==> src/rtl/serial_rx_fifo.sv <==
// Receive end of the single-wire serial link: deframes start/data/stop frames
// and queues good words in a small FIFO drained through a valid/ready handshake.
module serial_rx_fifo #(
    parameter int DATA_W = 55,
    parameter int DEPTH  = 4
) (
    input  logic              Clk_S,
    input  logic              Rst,
    input  logic              S_Data,
    input  logic              RX_Ready,
    output logic              RX_Data_Valid,
    output logic [DATA_W-1:0] RX_Data,
    output logic              Frame_Err,
    output logic              Overflow
);

    localparam int CNT_W  = $clog2(DATA_W);
    localparam int PTR_W  = $clog2(DEPTH);
    localparam int OCC_W  = PTR_W + 1;

    localparam logic [CNT_W-1:0] LAST_BIT = CNT_W'(DATA_W - 1);
    localparam logic [OCC_W-1:0] FULL_OCC = OCC_W'(DEPTH);

    typedef enum logic [1:0] {
        IDLE = 2'd0,
        DATA = 2'd1,
        STOP = 2'd2
    } state_t;

    state_t            state_q, state_d;
    logic [CNT_W-1:0]  cnt_q, cnt_d;
    logic [DATA_W-1:0] shreg_q, shreg_d;
    logic              ferr_q, ferr_d;
    logic              ovf_q, ovf_d;

    logic [DATA_W-1:0] mem_q [DEPTH];
    logic [DATA_W-1:0] mem_d [DEPTH];
    logic [PTR_W-1:0]  wr_ptr_q, wr_ptr_d;
    logic [PTR_W-1:0]  rd_ptr_q, rd_ptr_d;
    logic [OCC_W-1:0]  occ_q, occ_d;

    logic push_req;
    logic pop;
    logic full;
    logic do_push;

    // Deframer. Handshake on the consumer side: a word transfers at every
    // rising edge where RX_Data_Valid and RX_Ready are both high.
    always_comb begin
        state_d  = state_q;
        cnt_d    = cnt_q;
        shreg_d  = shreg_q;
        ferr_d   = 1'b0;
        push_req = 1'b0;
        case (state_q)
            IDLE: begin
                if (S_Data) begin
                    state_d = DATA;
                    cnt_d   = '0;
                end
            end
            DATA: begin
                shreg_d[cnt_q] = S_Data;
                if (cnt_q == LAST_BIT) begin
                    state_d = STOP;
                end else begin
                    cnt_d = cnt_q + CNT_W'(1);
                end
            end
            STOP: begin
                // A high stop bit is consumed here, never taken as the next start bit.
                if (S_Data) begin
                    ferr_d = 1'b1;
                end else begin
                    push_req = 1'b1;
                end
                state_d = IDLE;
            end
            default: begin
                state_d = IDLE;
            end
        endcase
    end

    assign full    = (occ_q == FULL_OCC);
    assign pop     = (occ_q != '0) && RX_Ready;
    // A simultaneous pop frees the slot, so a full FIFO still accepts the word.
    assign do_push = push_req && (!full || pop);

    always_comb begin
        mem_d    = mem_q;
        wr_ptr_d = wr_ptr_q;
        rd_ptr_d = rd_ptr_q;
        occ_d    = occ_q;
        ovf_d    = push_req && full && !pop;
        if (do_push) begin
            mem_d[wr_ptr_q] = shreg_q;
            wr_ptr_d        = wr_ptr_q + PTR_W'(1);
        end
        if (pop) begin
            rd_ptr_d = rd_ptr_q + PTR_W'(1);
        end
        if (do_push && !pop) begin
            occ_d = occ_q + OCC_W'(1);
        end else if (pop && !do_push) begin
            occ_d = occ_q - OCC_W'(1);
        end
    end

    always_ff @(posedge Clk_S or posedge Rst) begin
        if (Rst) begin
            state_q  <= IDLE;
            cnt_q    <= '0;
            shreg_q  <= '0;
            ferr_q   <= 1'b0;
            ovf_q    <= 1'b0;
            wr_ptr_q <= '0;
            rd_ptr_q <= '0;
            occ_q    <= '0;
            for (int i = 0; i < DEPTH; i++) begin
                mem_q[i] <= '0;
            end
        end else begin
            state_q  <= state_d;
            cnt_q    <= cnt_d;
            shreg_q  <= shreg_d;
            ferr_q   <= ferr_d;
            ovf_q    <= ovf_d;
            wr_ptr_q <= wr_ptr_d;
            rd_ptr_q <= rd_ptr_d;
            occ_q    <= occ_d;
            for (int i = 0; i < DEPTH; i++) begin
                mem_q[i] <= mem_d[i];
            end
        end
    end

    assign RX_Data_Valid = (occ_q != '0);
    assign RX_Data       = mem_q[rd_ptr_q];
    assign Frame_Err     = ferr_q;
    assign Overflow      = ovf_q;

endmodule

==> config.mk <==
export PLATFORM = sky130hd
export DESIGN_NAME = serial_rx_fifo
export DESIGN_NICKNAME = d
export VERILOG_FILES = /design/src/rtl/serial_rx_fifo.sv
export SDC_FILE = /design/constraint.sdc
export NUM_CORES = 1
export LEC_CHECK = 0
export BUFFER_PORTS_ARGS = -buffer_cell sky130_fd_sc_hd__buf_4
export CORE_MARGIN = 2
export CORE_UTILIZATION = 68
export CTS_BUF_LIST = sky130_fd_sc_hd__clkbuf_4
export DETAILED_ROUTE_END_ITERATION = 8
export PLACE_DENSITY = 0.85
export SYNTH_ARGS = -nofsm -noshare
export SYNTH_HDL_FRONTEND = slang
export SYNTH_SLANG_ARGS = --single-unit
==> constraint.sdc <==
create_clock -name Clk_S -period 17 [get_ports Clk_S]
set_clock_uncertainty 0.05 [all_clocks]
set_input_delay 3.4 -clock Clk_S [delete_from_list [all_inputs] [get_ports Clk_S]]
set_output_delay 3.4 -clock Clk_S [all_outputs]
set_load 0.01 [all_outputs]
==> results of run 1 <==
==> worst max path at each step <==
stage	startpoint	endpoint	cells after the start
floorplan	Rst	Frame_Err$_DFF_PP0_	1
global placement	Rst	mem_q[100]$_DFFE_PP0P_	4
detailed placement	Rst	mem_q[155]$_DFFE_PP0P_	4
CTS	rd_ptr_q[0]$_DFFE_PP0P_	RX_Data[24]	3
global route	rd_ptr_q[0]$_DFFE_PP0P_	RX_Data[25]	3
finish	rd_ptr_q[0]$_DFFE_PP0P_	RX_Data[25]	3
==> critical path: cells and delay by family (launching register included) <==
kind	cells	cell delay [ns]
buffers and inverters	2	0.96
DFF	1	0.63
muxes	1	0.65
==> stage by stage <==
stage | total power (uW) | utilization
floorplan | 1110 | -
global placement | 1200 | 0.715
detailed placement | 1220 | 0.715
CTS | 1780 | 0.761
global route | 1850 | 0.761
finish | 1760 | 0.761
==> power groups by stage <==
stage / sequential [uW] / clock, uW / combinational (uW)
2_1_floorplan: 844 / 0 / 267
3_3_place_gp: 897 / 0 / 302
3_5_place_dp: 911 / 0 / 313
4_1_cts: 898 / 566 / 313
5_1_grt: 916 / 601 / 334
6_report: 900 / 552 / 310
==> layout make-up <==
| cell class | instances | area share |
|---|---|---|
| clock buffer | 110 | 0.0584 |
| sequential | 292 | 0.517 |
| timing repair buffer | 65 | 0.0345 |
| tap | 234 | 0.0207 |
| inverter | 6 | 0.00212 |
| clock inverter | 8 | 0.00221 |
| multi-input combinational | 463 | 0.365 |
==> synth_stat cells, drive strengths merged, types with 4 or more instances <==
cell,n
buf,28
clkbuf,17
dfrtp,292
ha,7
inv,6
mux2,276
mux4,55
nand2,40
nor2,33
nor4b,4
o21ai,8
xnor2,4
==> sequential cells by signal (all words and copies together), names as in the netlist <==
register and count:
rd_ptr_q 2, shreg_q 55, state_q 2, cnt_q 6
mem_q 220, wr_ptr_q 2, occ_q 3, Frame_Err 1
Overflow 1
==> cell families after synthesis <==
kind of cell | synth area share
compound gates | 0.00557
xor+xnor | 0.00479
fa+ha+maj | 0.00841
buf+inv | 0.0271
flops | 0.571
mux | 0.340
simple gates | 0.0436
==> routing by layer <==
layer | part of all wire | routed length (um) | GRT usage | vias up
li1 | - | - | - | 3170
met1 | 0.41 | 10800 | 0.367 | 3902
met2 | 0.52 | 13400 | 0.459 | 197
met3 | 0.046 | 1190 | 0.0513 | 54
met4 | 0.024 | 620 | 0.109 | 0
met5 | 0 | 0 | 0 | -
==> results.json, run 1 <==
{
  "overflow": 0,
  "placed_area_mm2": 0.0133,
  "pwr-share-seq": 0.511,
  "die_w_um": 141,
  "track_usage": 0.276,
  "cts_max_path_buffers": 3,
  "postCtsSetupBuffers": 0,
  "crit_fanout": 45,
  "yosysSeqAreaShare": 0.571,
  "layout_common_cells": "dfrtp_1 (290), mux2_2 (276), clkbuf_4 (110)",
  "cp_common_cell": "buf_4",
  "max-slew-margin-rel": 0.266,
  "die_y_um": 141,
  "power_switching_uw": 552,
  "syn-num-nets": 818,
  "setup_ws_ns": 10.58,
  "hp-class": "reg -> reg",
  "async_flop_share": 1.00,
  "maxCapViolCount": 0,
  "coreArea_mm2": 0.0186,
  "seq_area_mm2": 0.00731,
  "hpwlAfterDp_um": 15000,
  "port_buffers": 61,
  "design_area_mm2": 0.0141,
  "tns_ns": 0,
  "die_area_mm2": 0.0199,
  "finalNetCount": 915,
  "post-route-period-util": 0.378,
  "critPathSlowestCell": "buf_4",
  "clkLatencyLatePin_ns": 0.67,
  "dr.pass1.iters": 4,
  "powerDensity_mw_per_mm2": 125,
  "reg2reg_from": "state_q[0]$_DFFE_PP0P_",
  "multiInputGateArea_mm2": 0.00516,
  "worstPathRequired_ns": 13.55,
  "final_common_cell": "dfrtp_1",
  "hold_viol_final": 0,
  "hold_buffers": 0,
  "antenna_found_initial": 0,
  "syn_to_final_growth_pct": 10.5,
  "status": "finished clean",
  "grt_pass1_wl_um": 42400,
  "min_to": "mem_q[70]$_DFFE_PP0P_",
  "reg2reg_slack_ns": 14.29,
  "ctsRootBufferMaster": "clkbuf_4",
  "clkPwrFrac": 0.313,
  "first_global_vias": 8220,
  "drt-initial-drc-count": 421,
  "drive_gt1_frac": 0.554,
  "path_class": "reg -> out",
  "switching_share": 0.314,
  "place_ws_ns": 10.83,
  "critical_path.max_stage_delay_ns": 0.79,
  "synth_top_area_share": 0.571,
  "fmax_mhz": 156,
  "diodes": 0,
  "p_leak_uw": 0.00708,
  "io_pins": 62,
  "clkTransAtPathRegs_ns": 0.06,
  "rsz0062_at_grt": "no",
  "drc": 0,
  "cts_sinks": 292,
  "routedWlPerCell_um": 22.0,
  "start_kind": "flip-flop",
  "cts_tree": "built",
  "finalSetupViolations": 0,
  "yosys.area.top_type": "dfrtp_1",
  "worst-r2r-cell-count": 3,
  "ys_warn_count": 0,
  "pwr-share-comb": 0.176,
  "num-fill-cells": 1085,
  "rows": 50,
  "viasPerCell": 6.22,
  "cts_made_buffers": 75,
  "whs_path_depth": 1,
  "layout.cells.non_filler": 1178,
  "vias": 7323,
  "synth_area_leaders": "dfrtp_1 (57%), mux2_2 (24%), mux4_2 (9.7%), buf_6 (1.8%), nand2_1 (1.1%)",
  "cts_resized": 0,
  "synthFlopType": "dfrtp_1",
  "synth_edf_count": 0,
  "syn-cell-area_mm2": 0.0128,
  "synth_cell_type_count": 39,
  "syn_inst": 806,
  "htreeDepth": 3,
  "hold_ws_ns": 0.449,
  "postSynthAreaPerCell_um2": 15.9,
  "hold_path.startpoint": "mem_q[70]$_DFFE_PP0P_",
  "path_cells": "buf_4 -> mux4_2 -> buf_4",
  "grt_max_degree": 149,
  "peakVddDrop_mv": 0.0894,
  "worst_r2r_endpoint": "mem_q[132]$_DFFE_PP0P_",
  "placedCellCount": 1060,
  "start_util": 0.689,
  "worst_pin_slew_ns": 1.09,
  "ant_nets": 0,
  "intPower_uw": 1210,
  "drv_slew": 0,
  "critPathCaptureType": "output port",
  "critPathArrivalTime_ns": 2.97,
  "layout_min_cycle_time_ns": 6.42,
  "finalWirelength_um": 26000,
  "synth_seq_cells": 292,
  "place.gp.congestion": 0.808
}
Power figures use the tool's default switching activity.
==> inputs of run 2 (changes only) <==
--- a/config.mk
+++ b/config.mk
@@ -5,12 +5,13 @@
 export SDC_FILE = /design/constraint.sdc
 export NUM_CORES = 1
 export LEC_CHECK = 0
+export ABC_AREA = 1
 export BUFFER_PORTS_ARGS = -buffer_cell sky130_fd_sc_hd__buf_4
 export CORE_MARGIN = 2
-export CORE_UTILIZATION = 68
+export CORE_UTILIZATION = 58
 export CTS_BUF_LIST = sky130_fd_sc_hd__clkbuf_4
 export DETAILED_ROUTE_END_ITERATION = 8
-export PLACE_DENSITY = 0.85
+export PLACE_DENSITY = 0.77
 export SYNTH_ARGS = -nofsm -noshare
 export SYNTH_HDL_FRONTEND = slang
 export SYNTH_SLANG_ARGS = --single-unit
==> constraint.sdc (replaced) <==
create_clock -name Clk_S -period 5.4 [get_ports Clk_S]
set_clock_uncertainty 0.05 [all_clocks]
set_input_delay 1.08 -clock Clk_S [delete_from_list [all_inputs] [get_ports Clk_S]]
set_output_delay 1.08 -clock Clk_S [all_outputs]
set_load 0.01 [all_outputs]
==> run 2 against run 1 <==
  * Non-clock buffer count increased by 13
  * Die area rose by 21%
  * Clock power rose to 3.2 times the previous value
  * Synthesized area grew 3.9%
  * Register-to-register slack worse by 12 ns
  * First-iteration DRC count grew 130%
  * Critical endpoint is now RX_Data[24]
  * Highest routed layer unchanged
==> results.json, run 2 <==
{
  "grt_pass1_wl_um": 50500,
  "cts_sinks": 292,
  "max-slew-margin-rel": 0.306,
  "fmax_mhz": 254,
  "hpwlAfterDp_um": 18500,
  "finalWirelength_um": 30200,
  "ant_nets": 0,
  "cts_made_buffers": 76,
  "io_pins": 62,
  "drive_gt1_frac": 0.191,
  "critPathCaptureType": "output port",
  "cts_resized": 0,
  "clkTransAtPathRegs_ns": 0.07,
  "layout.cells.non_filler": 1857,
  "clkPwrFrac": 0.250,
  "viasPerCell": 5.64,
  "powerDensity_mw_per_mm2": 491,
  "vias": 10500,
  "path_class": "reg -> out",
  "maxCapViolCount": 0,
  "routedWlPerCell_um": 16.2,
  "synthFlopType": "dfrtp_1",
  "hold_buffers": 0,
  "drc": 0,
  "synth_area_leaders": "dfrtp_1 (55%), nand2_1 (9.1%), o21ai_0 (8.0%), o21ai_2 (6.3%), buf_6 (3.8%)",
  "synth_cell_type_count": 27,
  "p_leak_uw": 0.00707,
  "port_buffers": 61,
  "drt-initial-drc-count": 974,
  "syn_inst": 1465,
  "ctsRootBufferMaster": "clkbuf_4",
  "syn-cell-area_mm2": 0.0133,
  "num-fill-cells": 1891,
  "post-route-period-util": 0.728,
  "finalNetCount": 1536,
  "power_switching_uw": 2860,
  "rows": 55,
  "die_w_um": 155,
  "synth_edf_count": 0,
  "seq_area_mm2": 0.00731,
  "switching_share": 0.403,
  "ys_warn_count": 0,
  "multiInputGateArea_mm2": 0.00497,
  "critPathArrivalTime_ns": 2.80,
  "placedCellCount": 1731,
  "yosysMostFrequentCell": "nand2_1",
  "worst_pin_slew_ns": 1.04,
  "postSynthAreaPerCell_um2": 9.08,
  "reg_top3": "mem_q x220, shreg_q x55, cnt_q x6",
  "start_util": 0.589,
  "die_y_um": 155,
  "synth_seq_cells": 292,
  "place.gp.congestion": 0.903,
  "yosys-top-cells-count": "nand2_1 (323), dfrtp_1 (292), o21ai_0 (212)",
  "coreArea_mm2": 0.0226,
  "worstPathRequired_ns": 4.27,
  "postCtsSetupBuffers": 0,
  "finalSetupViolations": 0,
  "peakVddDrop_mv": 0.213,
  "final_common_cell": "nand2_1",
  "dr.pass1.iters": 7,
  "synth_top_area_share": 0.550,
  "layout_common_cells": "nand2_1 (323), dfrtp_1 (291), o21ai_0 (212)",
  "syn-num-nets": 1477,
  "hold_viol_final": 0,
  "start_kind": "flip-flop",
  "clkLatencyLatePin_ns": 0.67,
  "die_area_mm2": 0.0242,
  "async_flop_share": 1.00,
  "yosysSeqAreaShare": 0.550,
  "overflow": 0,
  "htreeDepth": 3,
  "tns_ns": 0,
  "drv_slew": 0,
  "status": "finished clean",
  "intPower_uw": 4240,
  "hp-class": "in -> async",
  "pwr-share-comb": 0.369,
  "first_global_vias": 9994,
  "cts_max_path_buffers": 3,
  "design_area_mm2": 0.0145,
  "largest_reg_flops": 220,
  "antenna_found_initial": 1,
  "syn_to_final_growth_pct": 8.74,
  "track_usage": 0.257,
  "grt_max_degree": 122,
  "pwr-share-seq": 0.381,
  "crit_fanout": 44,
  "placed_area_mm2": 0.0136,
  "rsz0062_at_grt": "no",
  "max_flop_register": "mem_q",
  "cts_tree": "built",
  "yosys.area.top_type": "dfrtp_1",
  "power_uw": 7110,
  "layout_min_cycle_time_ns": 3.93
}
[run 2: cell count changes in the layout (fill, tap and decap cells not counted), moves of 8 or more]
cell / change
o21ai_1: +85
buf_4: +12
inv_1: +83
mux2_2: -275
nand3_1: +48
nor2_1: +97
o21ai_2: +95
nand2_1: +287
o22ai_1: +55
o21ai_0: +204
mux4_2: -55
clkinv_1: +8
[run 2: power by group through the flow]
stage                     Clock [uW]  Sequential [uW]  Combinational, uW
after floorplan                    0             2580               1730
after global placement             0             2730               2590
after detailed placement           0             2740               2630
after CTS                       1810             2700               2640
after global routing            1930             2730               2920
final                           1770             2710               2630
[run 2: per-layer routing]
metal	track usage	vias to the layer above	routed length (um)
li1	-	5039	-
met1	0.370	5052	13700
met2	0.397	320	13900
met3	0.0535	59	1920
met4	0.0786	0	610
met5	0	-	0
[run 2: kinds of logic (layout without fill, tap and decap cells)]
group	Yosys count	count (layout)	synth area share
other	0	1	0
XOR/XNOR	5	5	0.00329
adder cells (fa/ha/maj)	8	8	0.00809
buffers and inverters	188	294	0.0794
flip-flops	292	292	0.550
AND/OR/NAND/NOR	524	524	0.159
multiplexers	1	1	0.000847
AO/OA/AOI/OAI	447	447	0.200
[run 2: worst max-delay path: stages (launching register included)]
cell and delay, ns:
dfrtp_4 0.66, inv_2 0.40, buf_4 0.42, o21ai_0 0.16, o22ai_1 0.28, buf_4 0.18
[run 2: area by class of cell]
class                   instances  area share
flip-flops and latches        292       0.506
inverters                      91      0.0239
clock buffers                 109      0.0566
clock inverters                16     0.00424
repair buffers                 78      0.0414
diodes                          1    0.000173
well taps                     285      0.0247
multi-input cells             985       0.343
[run 2: path summary, 6_finish.rpt]
kind | slack (ns) | from | endpoint | cells after the start
worst max-delay path | 1.47 | rd_ptr_q[0]$_DFFE_PP0P_ | RX_Data[24] | 5
worst min-delay path | 0.41 | Rst | mem_q[136]$_DFFE_PP0P_ | 2
worst max register to register | 2.71 | state_q[0]$_DFFE_PP0P_ | mem_q[34]$_DFFE_PP0P_ | 5
worst min register to register | 0.42 | mem_q[116]$_DFFE_PP0P_ | mem_q[116]$_DFFE_PP0P_ | 2
max in group asynchronous | 3.86 | Rst | rd_ptr_q[0]$_DFFE_PP0P_ | 3
min in group Clk_S | 0.42 | mem_q[116]$_DFFE_PP0P_ | mem_q[116]$_DFFE_PP0P_ | 2
[run 2: through the flow]
step | hold WS (ns) | util | setup slack (ns)
2_1_floorplan | 0.374 | - | 0.395
3_5_place_dp | 0.412 | 0.601 | 2.00
3_3_place_gp | 0.406 | 0.601 | 2.07
5_1_grt | 0.418 | 0.641 | 1.36
6_report | 0.407 | 0.641 | 1.47
4_1_cts | 0.366 | 0.640 | 1.47
==> inputs of run 3 (changes only) <==
--- a/config.mk
+++ b/config.mk
@@ -8,10 +8,10 @@
 export ABC_AREA = 1
 export BUFFER_PORTS_ARGS = -buffer_cell sky130_fd_sc_hd__buf_4
 export CORE_MARGIN = 2
-export CORE_UTILIZATION = 58
+export CORE_UTILIZATION = 64
 export CTS_BUF_LIST = sky130_fd_sc_hd__clkbuf_4
 export DETAILED_ROUTE_END_ITERATION = 8
-export PLACE_DENSITY = 0.77
+export PLACE_DENSITY = 0.81
 export SYNTH_ARGS = -nofsm -noshare
 export SYNTH_HDL_FRONTEND = slang
 export SYNTH_SLANG_ARGS = --single-unit
==> constraint.sdc (replaced) <==
create_clock -name Clk_S -period 4.1 [get_ports Clk_S]
set_clock_uncertainty 0.05 [all_clocks]
set_input_delay 0.82 -clock Clk_S [delete_from_list [all_inputs] [get_ports Clk_S]]
set_output_delay 0.82 -clock Clk_S [all_outputs]
set_load 0.01 [all_outputs]
==> run 3 against run 2 <==
  * Critical path depth unchanged
  * Hold slack worse by 0.18 ns
  * Combinational power up 30%
  * Count of clock-buffer cells in the layout up 4
  * First-iteration DRC count up 10%
  * Highest routed layer unchanged
==> results.json, run 3 (same netlist as run 2, synthesis figures left out) <==
{
  "critPathArrivalTime_ns": 2.70,
  "track_usage": 0.292,
  "overflow": 0,
  "die_w_um": 148,
  "hp-class": "in -> async",
  "placedCellCount": 1720,
  "htreeDepth": 3,
  "critical_path.max_stage_delay_ns": 1.02,
  "layout_min_cycle_time_ns": 3.57,
  "critPathSlowestCell": "dfrtp_4",
  "grt_max_degree": 82,
  "hold_buffers": 0,
  "postCtsSetupBuffers": 0,
  "crit_buf_inv": 3,
  "crit_family": "flip-flops",
  "clkLatencyLatePin_ns": 0.72,
  "die_y_um": 148,
  "grt_pass1_wl_um": 51900,
  "vias": 10700,
  "cts_tree": "built",
  "reg_top3": "mem_q x220, shreg_q x55, cnt_q x6",
  "clkTransAtPathRegs_ns": 0.06,
  "drc": 0,
  "hold_viol_final": 0,
  "hpwlAfterDp_um": 18600,
  "worst_pin_slew_ns": 1.00,
  "crit_fanout": 81,
  "tns_ns": 0,
  "die_area_mm2": 0.0219,
  "dr.pass1.iters": 6,
  "post-route-period-util": 0.870,
  "syn_to_final_growth_pct": 10.0,
  "finalNetCount": 1540,
  "num-fill-cells": 1534,
  "layout_common_cells": "nand2_1 (323), dfrtp_1 (291), o21ai_0 (212)",
  "first_global_vias": 10500,
  "finalSetupViolations": 0,
  "place.gp.congestion": 0.969,
  "cts_max_path_buffers": 3,
  "coreArea_mm2": 0.0203,
  "drt-initial-drc-count": 1075,
  "rsz0062_at_grt": "no",
  "ant_nets": 0,
  "critPathCaptureType": "output port",
  "crit_cells": 5,
  "final_common_cell": "nand2_1",
  "status": "finished clean",
  "finalWirelength_um": 30700,
  "drive_gt1_frac": 0.198,
  "maxCapViolCount": 0,
  "power_uw": 9610,
  "routedWlPerCell_um": 16.5,
  "ctsRootBufferMaster": "clkbuf_4",
  "powerDensity_mw_per_mm2": 657,
  "path_cells": "inv_2 -> buf_4 -> o21ai_0 -> o22ai_1 -> buf_4",
  "worstPathRequired_ns": 3.23,
  "drv_slew": 0,
  "io_pins": 62,
  "cp_common_cell": "buf_4",
  "antenna_found_initial": 2,
  "cts_made_buffers": 76,
  "reg2reg_from": "state_q[0]$_DFFE_PP0P_",
  "place_ws_ns": 1.15,
  "reg2reg_slack_ns": 1.67,
  "cts_sinks": 292,
  "start_kind": "flip-flop",
  "largest_reg_flops": 220,
  "max-slew-margin-rel": 0.332,
  "max_flop_register": "mem_q",
  "port_buffers": 61,
  "peakVddDrop_mv": 0.336,
  "start_util": 0.655,
  "worst_r2r_endpoint": "mem_q[41]$_DFFE_PP0P_",
  "seq_area_mm2": 0.00731,
  "hold_ws_ns": 0.222,
  "rows": 52,
  "layout.cells.non_filler": 1854,
  "fmax_mhz": 280,
  "setup_ws_ns": 0.533,
  "multiInputGateArea_mm2": 0.00497,
  "p_leak_uw": 0.00716,
  "worst-r2r-cell-count": 5,
  "path_class": "reg -> out",
  "viasPerCell": 5.77,
  "cts_resized": 0
}
## run 3: how the worst max path moves through the flow
stage	startpoint	endpoint	slack, ns
2_1_floorplan	Rst	Frame_Err$_DFF_PP0_	-0.65
3_3_place_gp	S_Data	mem_q[43]$_DFFE_PP0P_	1.24
3_5_place_dp	S_Data	mem_q[42]$_DFFE_PP0P_	1.15
4_1_cts	rd_ptr_q[0]$_DFFE_PP0P_	RX_Data[16]	0.56
5_1_grt	rd_ptr_q[0]$_DFFE_PP0P_	RX_Data[45]	0.40
6_report	rd_ptr_q[0]$_DFFE_PP0P_	RX_Data[5]	0.53
## run 3: layout make-up
class | count | share of cell area
diodes | 5 | 0.000855
repair buffers | 82 | 0.0472
multi-input cells | 985 | 0.340
inverters | 91 | 0.0236
clock buffers | 113 | 0.0580
clock inverters | 16 | 0.00787
flip-flops and latches | 292 | 0.500
well taps | 270 | 0.0231
## run 3: metrics by stage
| stage | utilization | cell area, um2 |
|---|---|---|
| floorplan | - | 13300 |
| global placement | 0.672 | 13700 |
| finish | 0.721 | 14600 |
| detailed placement | 0.672 | 13700 |
| global route | 0.721 | 14600 |
| CTS | 0.720 | 14600 |
## run 3: per-layer routing
metal | track usage | share of wire
met2 | 0.450 | 0.47
met1 | 0.416 | 0.43
met3 | 0.0592 | 0.080
met5 | 0 | 0
met4 | 0.109 | 0.024
## run 3: power breakdown
part,switching (uW),internal (uW),total [uW],leakage (uW)
clock network,1170,1380,2550,0.000580
registers,430,3210,3650,0.00388
logic,2220,1190,3410,0.00270
